`src/rtl/multiplier_pkg.sv`:
```
// Shared types and sizing helpers for the multiplier / MAC datapath.
package multiplier_pkg;

  typedef enum logic [1:0] {
    IDLE  = 2'd0,
    ACCUM = 2'd1,
    HOLD  = 2'd2
  } acc_state_e;

  localparam int ACC_GUARD_DEF = 8;

  // Accumulator width for an n-bit multiplier with g guard bits.
  function automatic int acc_width(input int n, input int g);
    return 2 * n + g;
  endfunction

endpackage

```
`src/rtl/product_accumulator_sat_add.sv`:
```
// Adds a product to the accumulator. It reports the carry out of the accumulator width.
// With ACC_SATURATE_EN defined the sum clamps to all-ones. Otherwise the sum wraps.
module sat_add #(
  parameter int W   = 24,
  parameter int B_W = 16
) (
  input  logic [W-1:0]   a,
  input  logic [B_W-1:0] b,
  output logic [W-1:0]   sum,
  output logic           carry
);

  logic [W-1:0] b_ext;
  logic [W:0]   raw;

  assign b_ext = W'(b);
  assign raw   = {1'b0, a} + {1'b0, b_ext};
  assign carry = raw[W];

`ifdef ACC_SATURATE_EN
  // Once clamped, any further non-zero add carries again, so the clamp holds for the frame.
  assign sum = carry ? {W{1'b1}} : raw[W-1:0];
`else
  assign sum = raw[W-1:0];
`endif

endmodule

```
`src/rtl/product_accumulator.sv`:
```
// Sums a frame of len unsigned products into an ACC_W-bit total and flags overflow (ACC_SATURATE_EN selects clamp vs wrap).
// Latency: the total is valid the cycle after the last product is accepted. Turnaround is len accepts + 1 HOLD cycle.
// Backpressure: p_ready is low while a total waits in HOLD for acc_ready. p_ready depends on state only.
module product_accumulator
  import multiplier_pkg::*;
#(
  parameter int  N      = 8,
  parameter int  GUARD  = ACC_GUARD_DEF,
  parameter int  LEN_W  = 8,
  localparam int ACC_W  = acc_width(N, GUARD)
) (
  input  logic             clk,
  input  logic             rst_n,
  input  logic [2*N-1:0]   p_in,
  input  logic             p_valid,
  output logic             p_ready,
  input  logic [LEN_W-1:0] len,
  input  logic             clear,
  output logic [ACC_W-1:0] acc_out,
  output logic             acc_valid,
  input  logic             acc_ready,
  output logic             ovf,
  output logic             busy
);

  acc_state_e       state, state_nxt;
  logic [ACC_W-1:0] acc, acc_nxt;
  logic [LEN_W-1:0] cnt, cnt_nxt;
  logic [LEN_W-1:0] len_q, len_nxt;
  logic             ovf_q, ovf_nxt;
  logic             acc_valid_q;

  logic             accept;
  logic [LEN_W-1:0] len_eff;
  logic [LEN_W-1:0] cnt_inc;
  logic [ACC_W-1:0] add_sum;
  logic             add_carry;

  assign p_ready = (state != HOLD);
  assign accept  = p_valid && p_ready;
  assign len_eff = (len == '0) ? LEN_W'(1) : len;
  assign cnt_inc = cnt + LEN_W'(1);

  sat_add #(
    .W   (ACC_W),
    .B_W (2*N)
  ) u_sat_add (
    .a     (acc),
    .b     (p_in),
    .sum   (add_sum),
    .carry (add_carry)
  );

  always_comb begin
    state_nxt = state;
    acc_nxt   = acc;
    cnt_nxt   = cnt;
    len_nxt   = len_q;
    ovf_nxt   = ovf_q;
    if (clear) begin
      // Abort wins over any accept or drain in the same cycle.
      state_nxt = IDLE;
      acc_nxt   = '0;
      cnt_nxt   = '0;
      ovf_nxt   = 1'b0;
    end else begin
      case (state)
        IDLE: begin
          if (accept) begin
            acc_nxt   = ACC_W'(p_in);
            cnt_nxt   = LEN_W'(1);
            len_nxt   = len_eff;
            ovf_nxt   = 1'b0;
            state_nxt = (len_eff == LEN_W'(1)) ? HOLD : ACCUM;
          end
        end
        ACCUM: begin
          if (accept) begin
            acc_nxt = add_sum;
            cnt_nxt = cnt_inc;
            ovf_nxt = ovf_q | add_carry;
            if (cnt_inc == len_q) state_nxt = HOLD;
          end
        end
        HOLD: begin
          if (acc_ready) state_nxt = IDLE;
        end
        default: state_nxt = IDLE;
      endcase
    end
  end

  always_ff @(posedge clk) begin
    if (!rst_n) begin
      state       <= IDLE;
      acc         <= '0;
      cnt         <= '0;
      len_q       <= '0;
      ovf_q       <= 1'b0;
      acc_valid_q <= 1'b0;
    end else begin
      state       <= state_nxt;
      acc         <= acc_nxt;
      cnt         <= cnt_nxt;
      len_q       <= len_nxt;
      ovf_q       <= ovf_nxt;
      acc_valid_q <= (state_nxt == HOLD);
    end
  end

  assign acc_out   = acc;
  assign acc_valid = acc_valid_q;
  assign ovf       = ovf_q;
  assign busy      = (state != IDLE);

endmodule

```
`config.mk`:
```
export PLATFORM = sky130hd
export DESIGN_NAME = product_accumulator
export DESIGN_NICKNAME = d
export VERILOG_FILES = /design/src/rtl/multiplier_pkg.sv /design/src/rtl/product_accumulator_sat_add.sv /design/src/rtl/product_accumulator.sv
export SDC_FILE = /design/constraint.sdc
export NUM_CORES = 1
export LEC_CHECK = 0
export ABC_AREA = 1
export CORE_ASPECT_RATIO = 0.7
export CORE_MARGIN = 10
export CORE_UTILIZATION = 28
export CTS_BUF_LIST = sky130_fd_sc_hd__clkbuf_16
export CTS_CLUSTER_SIZE = 8
export DETAILED_ROUTE_END_ITERATION = 16
export HOLD_SLACK_MARGIN = 0.06
export MAX_ROUTING_LAYER = met4
export SYNTH_ARGS = -nofsm -noshare
export SYNTH_HDL_FRONTEND = slang
export SYNTH_SLANG_ARGS = --single-unit
```
`constraint.sdc`:
```
create_clock -name clk -period 2.6 [get_ports clk]
set_clock_uncertainty 0.15 [all_clocks]
set_input_delay 0.52 -clock clk [delete_from_list [all_inputs] [get_ports clk]]
set_output_delay 0.52 -clock clk [all_outputs]
set_load 0.02 [all_outputs]
```
* Yosys cells after proc, flatten, opt, wreduce, memory -nomap -nowiden
Index checks and enable logic that the tools add are counted.
** Cells by class
- Bitwise logic cells :: 3
- Reductions and logical operators :: 8
- Eq/ne operators :: 8
- Mux-type cells :: 17
- Add/sub/neg operators :: 2
** Operators with widths (number)
- 24-bit two-way mux :: 2
- 24-bit case mux with 2 select lines :: 1
- 24-bit by 16-bit adder with 25-bit output :: 1
- 8-bit two-way mux :: 3
- 8-bit case mux with 2 select lines :: 1
- 2-bit two-way mux :: 6
- 8-bit by 1-bit adder with 8-bit output, second input constant :: 1
- 8-bit by 1-bit == test with 1-bit output, second input constant :: 1
- 8-bit == test :: 1
- 8-bit logical NOT :: 1
- 2-bit inequality test, second input constant :: 3
- 2-bit case mux with 3 select lines :: 1
- 3-bit AND reduction :: 2
- 2-bit == test, second input constant :: 2
- 2-bit nonzero test :: 2
- 2-bit by 1-bit == test with 1-bit output, second input constant :: 1
- 2-bit logical NOT :: 1
- 1-bit two-way mux :: 2
- 1-bit inverter :: 2
- 1-bit case mux with 2 select lines :: 1
- 2-bit OR reduction :: 1
- 1-bit logical AND :: 1
- 1-bit bitwise OR :: 1
** Storage, ports and cells
- Output and inout port bits :: 28
- Input port bits :: 29
- Register bits :: 44
- Logic and storage cells :: 44

* Longest topological paths before layout
- Depth after elaboration :: 8
- Mapped depth :: 14
- Mapped depth without buffers :: 14

* Modules after synthesis
A second synthesis with hierarchy kept.
** Second synthesis, totals
- Cells, all modules :: 594
- Area total of the unflattened synthesis :: 3564.7 um^2
** By module, submodules not included
- product_accumulator :: instances 1, area each 2077.0 um^2, cells each 296, sequential area each 880.8 um^2
- sat_add :: instances 1, area each 1487.7 um^2, cells each 298, sequential area each 0.0 um^2

* Worst setup path before layout
No wires, ideal clock.
- Path type :: input -> register
- From :: in p_in[0]
- To :: reg acc[18] (netlist: acc_out[18])
- Buffers on the path :: 0
- Cell stages on the path :: 13
- Arrival time :: 1.911 ns
- Slack :: 0.424 ns
- Path through :: ha_1 inv_1 fa_1 o21ai_2 nand2_1 nand2_1 nand2_1 nand2_1 nand2_1 nand2_1 nand3_1 nand2_1 nor2_1
** Between the ends
- Longest elaborated chain between the ends :: 3
** RTL lines
- start, declared :: RTL line product_accumulator.sv:14 : input logic [2*N-1:0] p_in,
- 24-bit by 16-bit adder with 25-bit output :: RTL line product_accumulator_sat_add.sv:17 : assign raw = {1'b0, a} + {1'b0, b_ext};
- 24-bit two-way mux :: RTL line product_accumulator.sv:78 : if (accept) begin
- 24-bit case mux with 2 select lines :: RTL line product_accumulator.sv:67 : case (state)
- end signal, assigned :: RTL line product_accumulator.sv:103 : acc <= acc_nxt;
- end, declared :: RTL line product_accumulator.sv:27 : logic [ACC_W-1:0] acc, acc_nxt;
No other way between the ends. The select of a mux whose other input is x is not followed.
A chain may end at the register's enable or synchronous reset.

* Worst setup path after layout
- From :: in p_in[0]
- To :: reg acc[22] (netlist: acc_out[22])
The elaborated chain is that of the path after synthesis.

==> impl_metrics.yaml <==
setup_path:
  endpoint_kind: "flip-flop"
  rrSetupSlack_ns: 0.56
  cp-start-kind: "input pin"
  cp_max_fo: 3
  reg2reg_from: "acc_out[0]"
  path_class: "in2reg"
  slowest_delay_ns: 0.49
  crit_path_start: "p_in[0]"
  crit_top_cell: "nand2_1"
  slowest_stage: "clkdlybuf4s50_1"
  critPathArrivalTime_ns: 2.43
  crit_chain: "clkdlybuf4s50_1 -> ha_1 -> inv_1 -> fa_2 -> o21ai_2 -> nand2_1 -> nand2_2 -> buf_4 -> nand2_1 -> nand3_1 -> nand2_1 -> nand3_1 -> a21oi_1"
  worstPathRequired_ns: 2.64
yosys:
  synth_edf_count: 0
  syn-cell-area_um2: 3270
  yosys-top-cells-area: "dfxtp_1, nand2_1, a21oi_1, nand3_1, inv_1"
  avgSynthCellArea_um2: 6.24
  ys_warn_count: 0
  synth_seq_cells: 44
  synth.most_common_cell: "nand2_1"
  yosysTopAreaCell: "dfxtp_1"
  yosysSeqAreaShare_pct: 26.9
  synthCells: 524
  synth_top_area_share_pct: 26.9
  synth_top_flop_cell: "dfxtp_1"
  synth.distinct_cells: 37
  async_flop_share_pct: 0
  synth_nets: 571
  netlist_top_cells_count: "nand2_1, inv_1, a21oi_1, nor2_1, nand3_1"
routing:
  vias: 3562
  drtIter0Drc: 288
  first_pass_iters: 5
  ant_nets: 0
  wl_per_cell_um: 13.5
  vias_per_cell: 4.71
  wirelength_um: 10200
  drc: 0
die:
  fp.dieH_um: 110
  initial_core_util_pct: 29.2
  coreArea_um2: 11200
  rows: 32
  boundaryPins: 57
  die_width_um: 149
  dieArea_um2: 16500
finish:
  fin_nets: 650
  final_cells: 757
  fillers: 1193
  syn2layout_area_growth_pct: 32.7
  diodes: 0
  drive_above_1_share_pct: 9.93
power_and_ir_drop:
  power.internal_mw: 1.31
  p_clk_share_pct: 41.9
  max-vdd-ir-drop_uv: 254
  power.density_nw_per_um2: 425
  p_seq_share_pct: 38.5
  p_leak_nw: 1.85
  switchingPower_mw: 0.532
  combPwrFrac_pct: 19.6
  netSwitchingFraction_pct: 28.9
grt:
  overflow: 0
  grt_max_degree: 25
  track_usage_pct: 12.7
  antenna_found_initial: 0
  grt_first_pass_wirelength_um: 17000
  grt_pass1_vias: 3371
place:
  port_buffers: 56
  dp_hpwl_um: 8110
  gp_congestion: 0.901
  dp.cells: 749
sta:
  maxSlewHeadroom_pct: 71.6
  whs_ns: 0.330
  tightest_slew_ns: 0.422
  rsz0062_at_grt: "no"
  drv_slew: 0
  max_freq_mhz: 419
  finalHoldViolations: 0
  final.min_clock_period_ns: 2.39
  finalSetupViolations: 0
  period_share_pct: 91.8
status:
  status: "complete, no violations"
clocking:
  cts_root_buffer: "clkbuf_16"
  clkTransAtPathRegs_ns: 0.07
  h-tree-depth: 2
  cts_buffer_depth: 2
  cts_tree: "yes"
  clock-sinks: 44
  insertion_delay_ns: 0.30
  postCtsHoldBufs: 0
  numCtsBuffers: 5
worst_hold_path:
  hold_path.startpoint: "len_q[2]"
  hold_path_class: "reg2reg"
run:
  drv_cap: 0
## sequential cells by signal (all words and copies together) (netlist names)
name / flops
acc_out: 24
cnt: 8
len_q: 8
state: 2
ovf: 1
acc_valid: 1
## through the flow
step | util [%] | setup TNS [ns] | worst slack (ns) | power [mW] | area, µm²
4_1_cts | 38.6 | 0 | 0.0922 | 1.86 | 4330
5_1_grt | 38.7 | 0 | 0.00877 | 1.93 | 4340
3_3_place_gp | 37.1 | -1.16 | -0.174 | 1.08 | 4150
3_5_place_dp | 37.1 | -1.78 | -0.221 | 1.09 | 4150
2_1_floorplan | - | 0 | 0.424 | 0.930 | 3270
6_report | 38.7 | 0 | 0.212 | 1.84 | 4340
## metal layers
layer | GRT usage (%) | part of all wire (%)
met5 | - | 0
met4 | 2.53 | 0.53
met3 | 2.93 | 6.5
met2 | 18.1 | 42
met1 | 17.7 | 51
## critical path: cells and delay by family
family / cells / cell delay [ns]
adders and majority gates: 2 / 0.52
and+or+nand+nor: 6 / 0.43
buffers and inverters: 3 / 0.68
AOI/OAI and AO/OA: 2 / 0.26
## worst paths after layout
check	depth (start not counted)	end
worst max-delay path	13	acc_out[22]
worst min-delay path	2	len_q[2]
worst max register to register	12	acc_out[22]
worst min register to register	2	len_q[2]
## timing repair
| item | 4_1_cts | 5_1_grt |
|---|---|---|
| resized for setup | 0 | 5 |
| endpoints found under the setup margin | 0 | 6 |
| buffers inserted | 0 | 0 |
## logic make-up after synthesis
family	share of synthesized area, %
adder cells (fa/ha/maj)	7.12
AND/OR/NAND/NOR	37.5
flip-flops	26.9
XOR/XNOR	1.07
AO/OA/AOI/OAI	17.5
buffers and inverters	9.80
## layout make-up
type	count	area [µm²]	area share, %
timing repair buffer	82	768	17.7
clock inverter	3	46.3	1.07
multi-input combinational	406	2080	48.0
tap	153	191	4.41
sequential	44	881	20.3
clock buffer	5	125	2.88
inverter	64	245	5.65
## cells in the final DEF, fill, tap and decap left out, types with 5 or more instances in the layout
cell type        synthesis  layout
dfxtp_1                 44      44
nand2_1                159     156
nand3_1                 47      47
nor2_1                  52      52
clkdlybuf4s50_1          0      56
buf_4                    3      25
a21oi_1                 56      55
inv_1                   61      61
o21ai_0                 19      19
clkbuf_16                0       5
nand4_1                  6       6
a22oi_1                  7       7
ha_1                    17      17
nand2_2                  2       5
## power groups by stage
| stage | clock network (mW) | registers, mW | logic [mW] |
|---|---|---|---|
| 3_3_place_gp | 0 | 0.724 | 0.357 |
| 4_1_cts | 0.786 | 0.709 | 0.363 |
| 5_1_grt | 0.810 | 0.711 | 0.407 |
| 3_5_place_dp | 0 | 0.725 | 0.361 |
| 2_1_floorplan | 0 | 0.732 | 0.198 |
| 6_report | 0.772 | 0.709 | 0.362 |
(Power assumes the default switching activity.)
